--- src/rtl/alu_issue_ctrl_if.sv ---
// Issue-stage bus for alu_issue_ctrl.
// It groups the request handshake, the ALU-facing operand and opcode lines, and the
// result/status outputs.
//   master : the requester and the ALU (drives the request fields and alu_out)
//   slave  : alu_issue_ctrl (drives in_ready, the ALU operands/opcode and the result)
interface alu_issue_ctrl_if;
  logic        in_valid;
  logic        in_ready;
  logic [5:0]  funct;
  logic [31:0] rs_data;
  logic [31:0] rt_data;
  logic [4:0]  shamt;
  logic [31:0] dataA;
  logic [31:0] dataB;
  logic [2:0]  ALUOp;
  logic [31:0] alu_out;
  logic        out_valid;
  logic [31:0] out_data;
  logic        illegal;
  logic        busy;

  modport master (
    output in_valid, funct, rs_data, rt_data, shamt, alu_out,
    input  in_ready, dataA, dataB, ALUOp, out_valid, out_data, illegal, busy
  );

  modport slave (
    input  in_valid, funct, rs_data, rt_data, shamt, alu_out,
    output in_ready, dataA, dataB, ALUOp, out_valid, out_data, illegal, busy
  );
endinterface

--- src/rtl/alu_issue_ctrl.sv ---
// Issue and sequencing stage in front of the TotalALU datapath.
// It accepts an R-type funct and its operands on a valid/ready handshake, then registers
// the operands and the ALUOp. For simple ops it waits SIMPLE_LAT cycles and captures alu_out.
// For MULTU it holds the multiplier for MULT_CYCLES cycles, adds one HiLo capture cycle, and
// reports 0. An illegal funct is reported without touching the ALU lines.
// Ports:
//   clk   - rising-edge clock
//   reset - asynchronous, active-low reset
//   bus   - alu_issue_ctrl_if.slave (handshake, ALU operands/opcode, result, status)
module alu_issue_ctrl #(
  parameter int unsigned MULT_CYCLES = 32,
  parameter int unsigned SIMPLE_LAT  = 1
) (
  input logic             clk,
  input logic             reset,
  alu_issue_ctrl_if.slave bus
);

  localparam int unsigned     CntW     = $clog2(MULT_CYCLES + 1);
  localparam logic [CntW-1:0] MulLast  = CntW'(MULT_CYCLES - 1);
  localparam logic [CntW-1:0] ExecLast = CntW'(SIMPLE_LAT - 1);

  localparam logic [2:0] OpAdd   = 3'b010;
  localparam logic [2:0] OpSll   = 3'b011;
  localparam logic [2:0] OpMultu = 3'b100;

  typedef enum logic [2:0] {StIdle, StExec, StMul, StHilo, StDone} state_e;

  state_e          r_state,    w_state_nxt;
  logic [CntW-1:0] r_cnt,      w_cnt_nxt;
  logic [31:0]     r_data_a,   w_data_a_nxt;
  logic [31:0]     r_data_b,   w_data_b_nxt;
  logic [2:0]      r_alu_op,   w_alu_op_nxt;
  logic [31:0]     r_out_data, w_out_data_nxt;
  logic            r_illegal,  w_illegal_nxt;

  logic       w_legal;
  logic [2:0] w_dec_op;

  // funct decode
  always_comb begin
    w_legal  = 1'b1;
    w_dec_op = OpAdd;
    case (bus.funct)
      6'b100100: w_dec_op = 3'b000;
      6'b100101: w_dec_op = 3'b001;
      6'b100000: w_dec_op = 3'b010;
      6'b000000: w_dec_op = 3'b011;
      6'b011001: w_dec_op = 3'b100;
      6'b010000: w_dec_op = 3'b101;
      6'b100010: w_dec_op = 3'b110;
      6'b010010: w_dec_op = 3'b111;
      default:   w_legal  = 1'b0;
    endcase
  end

  always_ff @(posedge clk or negedge reset) begin
    if (!reset) begin
      r_state    <= StIdle;
      r_cnt      <= '0;
      r_data_a   <= '0;
      r_data_b   <= '0;
      r_alu_op   <= OpAdd;
      r_out_data <= '0;
      r_illegal  <= 1'b0;
    end else begin
      r_state    <= w_state_nxt;
      r_cnt      <= w_cnt_nxt;
      r_data_a   <= w_data_a_nxt;
      r_data_b   <= w_data_b_nxt;
      r_alu_op   <= w_alu_op_nxt;
      r_out_data <= w_out_data_nxt;
      r_illegal  <= w_illegal_nxt;
    end
  end

  always_comb begin
    w_state_nxt    = r_state;
    w_cnt_nxt      = r_cnt;
    w_data_a_nxt   = r_data_a;
    w_data_b_nxt   = r_data_b;
    w_alu_op_nxt   = r_alu_op;
    w_out_data_nxt = r_out_data;
    w_illegal_nxt  = r_illegal;
    unique case (r_state)
      StIdle: begin
        if (bus.in_valid) begin
          if (!w_legal) begin
            // Leave operands and ALUOp alone so the ALU never sees the bad request.
            w_state_nxt    = StDone;
            w_illegal_nxt  = 1'b1;
            w_out_data_nxt = '0;
          end else begin
            w_alu_op_nxt = w_dec_op;
            w_cnt_nxt    = '0;
            if (w_dec_op == OpSll) begin
              w_data_a_nxt = bus.rt_data;
              w_data_b_nxt = {27'b0, bus.shamt};
            end else begin
              w_data_a_nxt = bus.rs_data;
              w_data_b_nxt = bus.rt_data;
            end
            w_state_nxt = (w_dec_op == OpMultu) ? StMul : StExec;
          end
        end
      end
      StExec: begin
        if (r_cnt == ExecLast) begin
          w_out_data_nxt = bus.alu_out;
          w_state_nxt    = StDone;
        end else begin
          w_cnt_nxt = r_cnt + CntW'(1);
        end
      end
      StMul: begin
        if (r_cnt == MulLast) begin
          w_state_nxt = StHilo;
        end else begin
          w_cnt_nxt = r_cnt + CntW'(1);
        end
      end
      StHilo: begin
        // HiLo captures this cycle. Drop back to ADD so the multiplier does not restart.
        w_out_data_nxt = '0;
        w_alu_op_nxt   = OpAdd;
        w_state_nxt    = StDone;
      end
      StDone: begin
        w_illegal_nxt = 1'b0;
        w_state_nxt   = StIdle;
      end
      default: w_state_nxt = StIdle;
    endcase
  end

  assign bus.in_ready  = (r_state == StIdle);
  assign bus.busy      = (r_state != StIdle);
  assign bus.out_valid = (r_state == StDone);
  assign bus.out_data  = r_out_data;
  assign bus.illegal   = r_illegal;
  assign bus.dataA     = r_data_a;
  assign bus.dataB     = r_data_b;
  assign bus.ALUOp     = r_alu_op;

endmodule

--- src/flat_wrapper.sv ---
// flat-port wrapper written by rule: the top's interface ports become plain ports
module alu_issue_ctrl_flat 
#(
  parameter int unsigned MULT_CYCLES = 32,
  parameter int unsigned SIMPLE_LAT  = 1
)
  (clk, reset, bus_in_valid, bus_funct, bus_rs_data, bus_rt_data, bus_shamt, bus_alu_out, bus_in_ready, bus_dataA, bus_dataB, bus_ALUOp, bus_out_valid, bus_out_data, bus_illegal, bus_busy);
  alu_issue_ctrl_if bus_i ();
  input logic clk;
  input logic reset;
  input wire logic [$bits(bus_i.in_valid)-1:0] bus_in_valid;
  input wire logic [$bits(bus_i.funct)-1:0] bus_funct;
  input wire logic [$bits(bus_i.rs_data)-1:0] bus_rs_data;
  input wire logic [$bits(bus_i.rt_data)-1:0] bus_rt_data;
  input wire logic [$bits(bus_i.shamt)-1:0] bus_shamt;
  input wire logic [$bits(bus_i.alu_out)-1:0] bus_alu_out;
  output wire logic [$bits(bus_i.in_ready)-1:0] bus_in_ready;
  output wire logic [$bits(bus_i.dataA)-1:0] bus_dataA;
  output wire logic [$bits(bus_i.dataB)-1:0] bus_dataB;
  output wire logic [$bits(bus_i.ALUOp)-1:0] bus_ALUOp;
  output wire logic [$bits(bus_i.out_valid)-1:0] bus_out_valid;
  output wire logic [$bits(bus_i.out_data)-1:0] bus_out_data;
  output wire logic [$bits(bus_i.illegal)-1:0] bus_illegal;
  output wire logic [$bits(bus_i.busy)-1:0] bus_busy;
  assign bus_i.in_valid = bus_in_valid;
  assign bus_i.funct = bus_funct;
  assign bus_i.rs_data = bus_rs_data;
  assign bus_i.rt_data = bus_rt_data;
  assign bus_i.shamt = bus_shamt;
  assign bus_i.alu_out = bus_alu_out;
  assign bus_in_ready = bus_i.in_ready;
  assign bus_dataA = bus_i.dataA;
  assign bus_dataB = bus_i.dataB;
  assign bus_ALUOp = bus_i.ALUOp;
  assign bus_out_valid = bus_i.out_valid;
  assign bus_out_data = bus_i.out_data;
  assign bus_illegal = bus_i.illegal;
  assign bus_busy = bus_i.busy;
  alu_issue_ctrl #(.MULT_CYCLES(MULT_CYCLES), .SIMPLE_LAT(SIMPLE_LAT)) u_core (.clk(clk), .reset(reset), .bus(bus_i));
endmodule
--- config.mk ---
export PLATFORM = sky130hd
export DESIGN_NAME = alu_issue_ctrl_flat
export DESIGN_NICKNAME = d
export VERILOG_FILES = /design/src/rtl/alu_issue_ctrl_if.sv /design/src/rtl/alu_issue_ctrl.sv /design/src/flat_wrapper.sv
export SDC_FILE = /design/constraint.sdc
export NUM_CORES = 1
export LEC_CHECK = 0
export BUFFER_PORTS_ARGS = -buffer_cell sky130_fd_sc_hd__buf_2
export CAP_MARGIN = 20
export CORE_UTILIZATION = 47
export DETAILED_ROUTE_END_ITERATION = 12
export PLACE_DENSITY = 0.82
export SYNTH_ARGS = -nofsm -noshare
export SYNTH_HDL_FRONTEND = slang
export SYNTH_SLANG_ARGS = --single-unit
--- constraint.sdc ---
create_clock -name clk -period 2.1 [get_ports clk]
set_input_delay 0.21 -clock clk [delete_from_list [all_inputs] [get_ports clk]]
set_output_delay 0.21 -clock clk [all_outputs]
set_load 0.02 [all_outputs]
Yosys cells after proc, flatten, opt, wreduce, memory -nomap -nowiden:

Index checks and enable logic that the tools add are counted.

* bits in latches: 0
* output and inout bits: 103
* memory bits (read-only): 0
* register bits after elaboration: 109
* word-level logic and storage cells: 69
* memories kept: 0
* bits in writable memories: 0
* input port bits: 110

* bitwise operators: 0
* div/mod/pow operators: 0
* multiply operators: 0
* mux-type cells: 25
* $lt $le $gt $ge: 0
* $add $sub $neg: 1
* shift operators: 0
* reduce and logical (&&, ||, !) cells: 15
* equal/unequal tests: 21

Operator list (number)
* $mux W32: 5
* $pmux W32 S3: 1
* $eq A6 B5 Y1 const B: 4
* $eq A6 B6 Y1 const B: 4
* $mux W6: 4
* $pmux W3 S7: 1
* $mux W3: 6
* $pmux W6 S3: 1
* $logic_not A6 Y1: 2
* $pmux W3 S4: 1
* $reduce_and A3 Y1: 4
* $eq A3 B2 Y1 const B: 3
* $reduce_bool A3 Y1: 3
* $ne A2 B2 Y1 const B: 4
* $reduce_or A8 Y1: 1
* $add A6 B1 Y6 const B: 1
* $eq A3 B3 Y1 const B: 2
* $ne A2 B1 Y1 const B: 3
* $pmux W3 S2: 1
* $reduce_and A5 Y1: 1
* $reduce_and A4 Y1: 1
* $reduce_bool A2 Y1: 2
* $eq A3 B1 Y1 const B: 1
* $logic_not A3 Y1: 1
* other kinds (3): 5

Logic depth before layout (Yosys ltp):

* depth after elaboration: 7
* mapped depth: 9
* gate-level depth less buffers: 6

Worst setup path before layout:

OpenSTA, ideal clock, no wires.

* kind: register -> register
* start: reg u_core.r_state[0]
* end: reg u_core.r_data_b[11], in the netlist u_core.bus.dataB[11]
* arrival time: 1854 ps
* stages on the path, launching flop included: 10
* path buffers: 4
* setup time: 134 ps
* path slack: 112 ps
* data required time: 1966 ps
* clock period less this slack: 1988 ps
* cell sequence: dfrtp_1 -> buf_2 -> or3_1 -> inv_1 -> o211ai_2 -> buf_2 -> buf_6 -> buf_6 -> nand2_1 -> o21ai_0

* longest elaborated chain between the ends: 2

Ends and longest elaborated chain
* start, declared: RTL line alu_issue_ctrl.sv:29 `state_e r_state, w_state_nxt;`
* start signal, assigned: RTL line alu_issue_ctrl.sv:59 `r_state <= StIdle;`
* start signal, assigned: RTL line alu_issue_ctrl.sv:67 `r_state <= w_state_nxt;`
* $logic_not A3 Y1
* via bus_in_ready: RTL line flat_wrapper.sv:17 `output wire logic [$bits(bus_i.in_ready)-1:0] bus_in_ready;`
* $reduce_and A3 Y1 (no source line)
* end signal, assigned: RTL line alu_issue_ctrl.sv:70 `r_data_b <= w_data_b_nxt;`
* end, declared: RTL line alu_issue_ctrl.sv:32 `logic [31:0] r_data_b, w_data_b_nxt;`

The timed path passes the listed nets, and every way through them passes these cells.
A chain may end at the register's enable or synchronous reset.

Worst setup path in the final report:

* start: reg u_core.r_cnt[2]
* end: reg u_core.r_out_data[31], in the netlist u_core.bus.out_data[31]

* longest elaborated chain between the ends: 3

Ends and longest elaborated chain
* start, declared: RTL line alu_issue_ctrl.sv:30 `logic [CntW-1:0] r_cnt, w_cnt_nxt;`
* start signal, assigned: RTL line alu_issue_ctrl.sv:68 `r_cnt <= w_cnt_nxt;`
* $logic_not A6 Y1: RTL line alu_issue_ctrl.sv:108 `if (r_cnt == ExecLast) begin`
* $ne A2 B1 Y1 (no source line)
* $reduce_and A4 Y1 (no source line)
* end signal, assigned: RTL line alu_issue_ctrl.sv:72 `r_out_data <= w_out_data_nxt;`
* end, declared: RTL line alu_issue_ctrl.sv:34 `logic [31:0] r_out_data, w_out_data_nxt;`

Every way passes these cells.

==> flow_summary.json <==
{
  "core_region_area_um2": 9820,
  "h-tree-depth": 3,
  "synth_edf_count": 0,
  "groute.usage.overall": 0.226,
  "die-height_um": 103,
  "ys_seq_elements": 109,
  "fin_util": 0.635,
  "hold_viol_final": 0,
  "vias": 4137,
  "cts_root_buf": "clkbuf_8",
  "cp_max_fo": 33,
  "yosys.area.top_type": "dfrtp_1",
  "gp_congestion": 0.835,
  "p_leak_nw": 3.47,
  "dp_hpwl_um": 8870,
  "fin_crit_ps": 1910,
  "holdPathStages": 2,
  "clkTransAtPathRegs_ps": 100,
  "synth_ff_type": "dfrtp_1",
  "pin_count": 213,
  "required_ps": 2350,
  "fin_tns_setup_ps": 0,
  "dr.pass1.iters": 4,
  "ff2ff_path_depth": 6,
  "ant_nets": 0,
  "grt_overflow_total": 0,
  "num_rows": 36,
  "setup_viol": 0,
  "finClkSkew_ps": 7.13,
  "critPathSlowestCell": "dfrtp_1",
  "synth_top_area_share": 0.563,
  "period_share": 0.911,
  "grt_pass1_vias": 3836,
  "cts_buffers": 9,
  "grt_max_degree": 93,
  "synth_cell_types": 50,
  "fmax_ghz": 0.523,
  "cap_viol_max_count": 0,
  "post_cts_buffers": 0,
  "syn_area_um2": 4800,
  "rsz0062_at_grt": "false",
  "crit_chain": "nor3_1 -> a311o_1 -> and2_1 -> o21bai_2 -> buf_12 -> a22o_1",
  "initial_core_util": 0.489,
  "port-buffer-count": 212,
  "finalWirelength_um": 12200,
  "slowest_delay_ps": 430,
  "hold_class": "in2reg",
  "cts_tree": "done",
  "placed_area_um2": 6030,
  "slew_headroom": 0.664,
  "syn_nets": 564,
  "critPathKind": "reg2reg",
  "worstPathBufferInverterCount": 1,
  "r2r-start": "u_core.r_cnt[2]$_DFFE_PN0P_",
  "n_antenna_cell": 0,
  "cp_top_family": "compound AO/OA/AOI/OAI gates",
  "avgSynthCellArea_um2": 10.6,
  "wl_per_cell_um": 15.4,
  "worst_setup_path_start_kind": "flip-flop",
  "worstPathArrival_ps": 2160,
  "totalPowerFinal_w": 0.00646,
  "tightest_slew_ps": 504,
  "startpoint": "u_core.r_cnt[2]$_DFFE_PN0P_",
  "clock-sinks": 109,
  "drc_errors": 0,
  "seq_area_frac_synth": 0.569,
  "power_density_nw_per_um2": 1040,
  "dieArea_um2": 10600,
  "endpoint_kind": "flip-flop",
  "async_flop_share": 1.00,
  "drv_slew": 0,
  "syn2layout_area_growth_pct": 29.9,
  "netlist_top_cells_area": "dfrtp_1, mux2i_1, nand2_1",
  "worst-path-stages": 6,
  "peakVddDrop_v": 0.000596,
  "layout-drive-gt1-share": 0.380,
  "synthCells": 452,
  "die_w_um": 103,
  "via_per_inst": 5.22,
  "min_from": "bus_alu_out[17]",
  "yosysWarnings": 0,
  "clk_path_buf_depth": 2,
  "grt_antenna_before_repair": 0,
  "fin_area_um2": 6230,
  "outcome": "completed",
  "grt_pass1_wl_um": 18400,
  "first_iter_violations": 111,
  "clk_latency_ps": 360,
  "num-nets-final": 767
}
cells by family after synthesis:
logic type | after synthesis | share of synthesized area
buffers and inverters | 40 | 0.0378
AOI/OAI and AO/OA | 128 | 0.183
and+or+nand+nor | 134 | 0.124
muxes | 38 | 0.0795
adders and majority gates | 2 | 0.00521
DFF | 109 | 0.569
xor gates and xnor gates | 1 | 0.00183
cells in the mapped netlist (2+ instances only):
library cell  number
a21boi_0           2
a21oi_1            3
a22o_1            33
a31oi_1            3
a41oi_1            2
and2_1             2
buf_1              2
buf_2             12
buf_6              2
clkbuf_1          14
dfrtp_1          108
ha_1               2
inv_1              9
mux2i_1           37
nand2_1           94
nand2b_1           2
nand3_1            5
nand3b_1           4
nor2_1             7
nor2b_1            3
nor3_1             4
nor4_1             2
o21ai_0           60
o21ai_1            8
o31ai_1            4
or3_1              4
report_power, final:
part	switching (W)	internal [W]
Sequential	0.000306	0.00265
Combinational	0.00144	0.000781
Clock	0.000715	0.000563
Total	0.00246	0.00400
metal layers:
metal  part of all wire  routed length [um]  vias up  global-route usage
met5                  0                   0        -                   0
met4              0.013                 157        0              0.0704
met3              0.081                 985       15              0.0624
met2               0.48                5900      180               0.370
met1               0.42                5160     1949               0.291
li1                   -                   -     1993                   -
flip-flops by register name, indices dropped and copies added, names as in the netlist:
| signal | cells |
|---|---|
| u_core.bus.out_data | 32 |
| u_core.r_state | 3 |
| u_core.bus.illegal | 1 |
| u_core.bus.ALUOp | 3 |
| u_core.bus.dataA | 32 |
| u_core.r_cnt | 6 |
| u_core.bus.dataB | 32 |
through the flow:
stage                     hold slack [ps]  cells  setup WS, ps
after global placement                210    776           166
after floorplan                     -85.6    452           112
after CTS                            38.3    793           191
after global routing                 27.4    793          71.0
after detailed placement              216    776          82.4
final                                58.5    793           187
placed cells by master (no fill, tap or decap), types with 3 or more instances in the layout:
master and n:
nor3_1 4, dfrtp_1 108, a31oi_1 3, buf_2 211, inv_1 9, buf_4 7
o21ai_1 8, nor2_1 7, o21ai_0 60, a22o_1 33, nand3_1 5, or3_1 4
buf_12 4, nand2_1 94, a21oi_1 3, o31ai_1 4, clkbuf_8 9, nor2b_1 3
nand3b_1 4, mux2i_1 37
area by class of cell:
| class | instances | area, um2 |
|---|---|---|
| fill | 820 | 3580 |
| sequential | 109 | 2730 |
| multi-input combinational | 303 | 1910 |
| timing repair buffer | 223 | 1200 |
| tap | 133 | 166 |
| clock buffer | 10 | 128 |
| clock inverter | 6 | 70.1 |
| inverter | 9 | 33.8 |
final timing paths:
| path | to | slack (ps) |
|---|---|---|
| max | u_core.bus.out_data[31]$_DFFE_PN0P_ | 190 |
| min | u_core.bus.out_data[17]$_DFFE_PN0P_ | 60 |
| max reg2reg | u_core.bus.out_data[31]$_DFFE_PN0P_ | 190 |
| min reg2reg | u_core.bus.dataA[8]$_DFFE_PN0P_ | 490 |
| max in group asynchronous | u_core.bus.dataB[6]$_DFFE_PN0P_ | 1040 |
| min in group asynchronous | u_core.bus.out_data[23]$_DFFE_PN0P_ | 340 |
repair_timing:
item                                    CTS  global route
endpoints found under the setup margin    0             0
resized for setup                         0             0
hold buffers                              1             0
endpoints found under the hold margin    35             0
No activity file was read; power rests on OpenSTA's default activity.
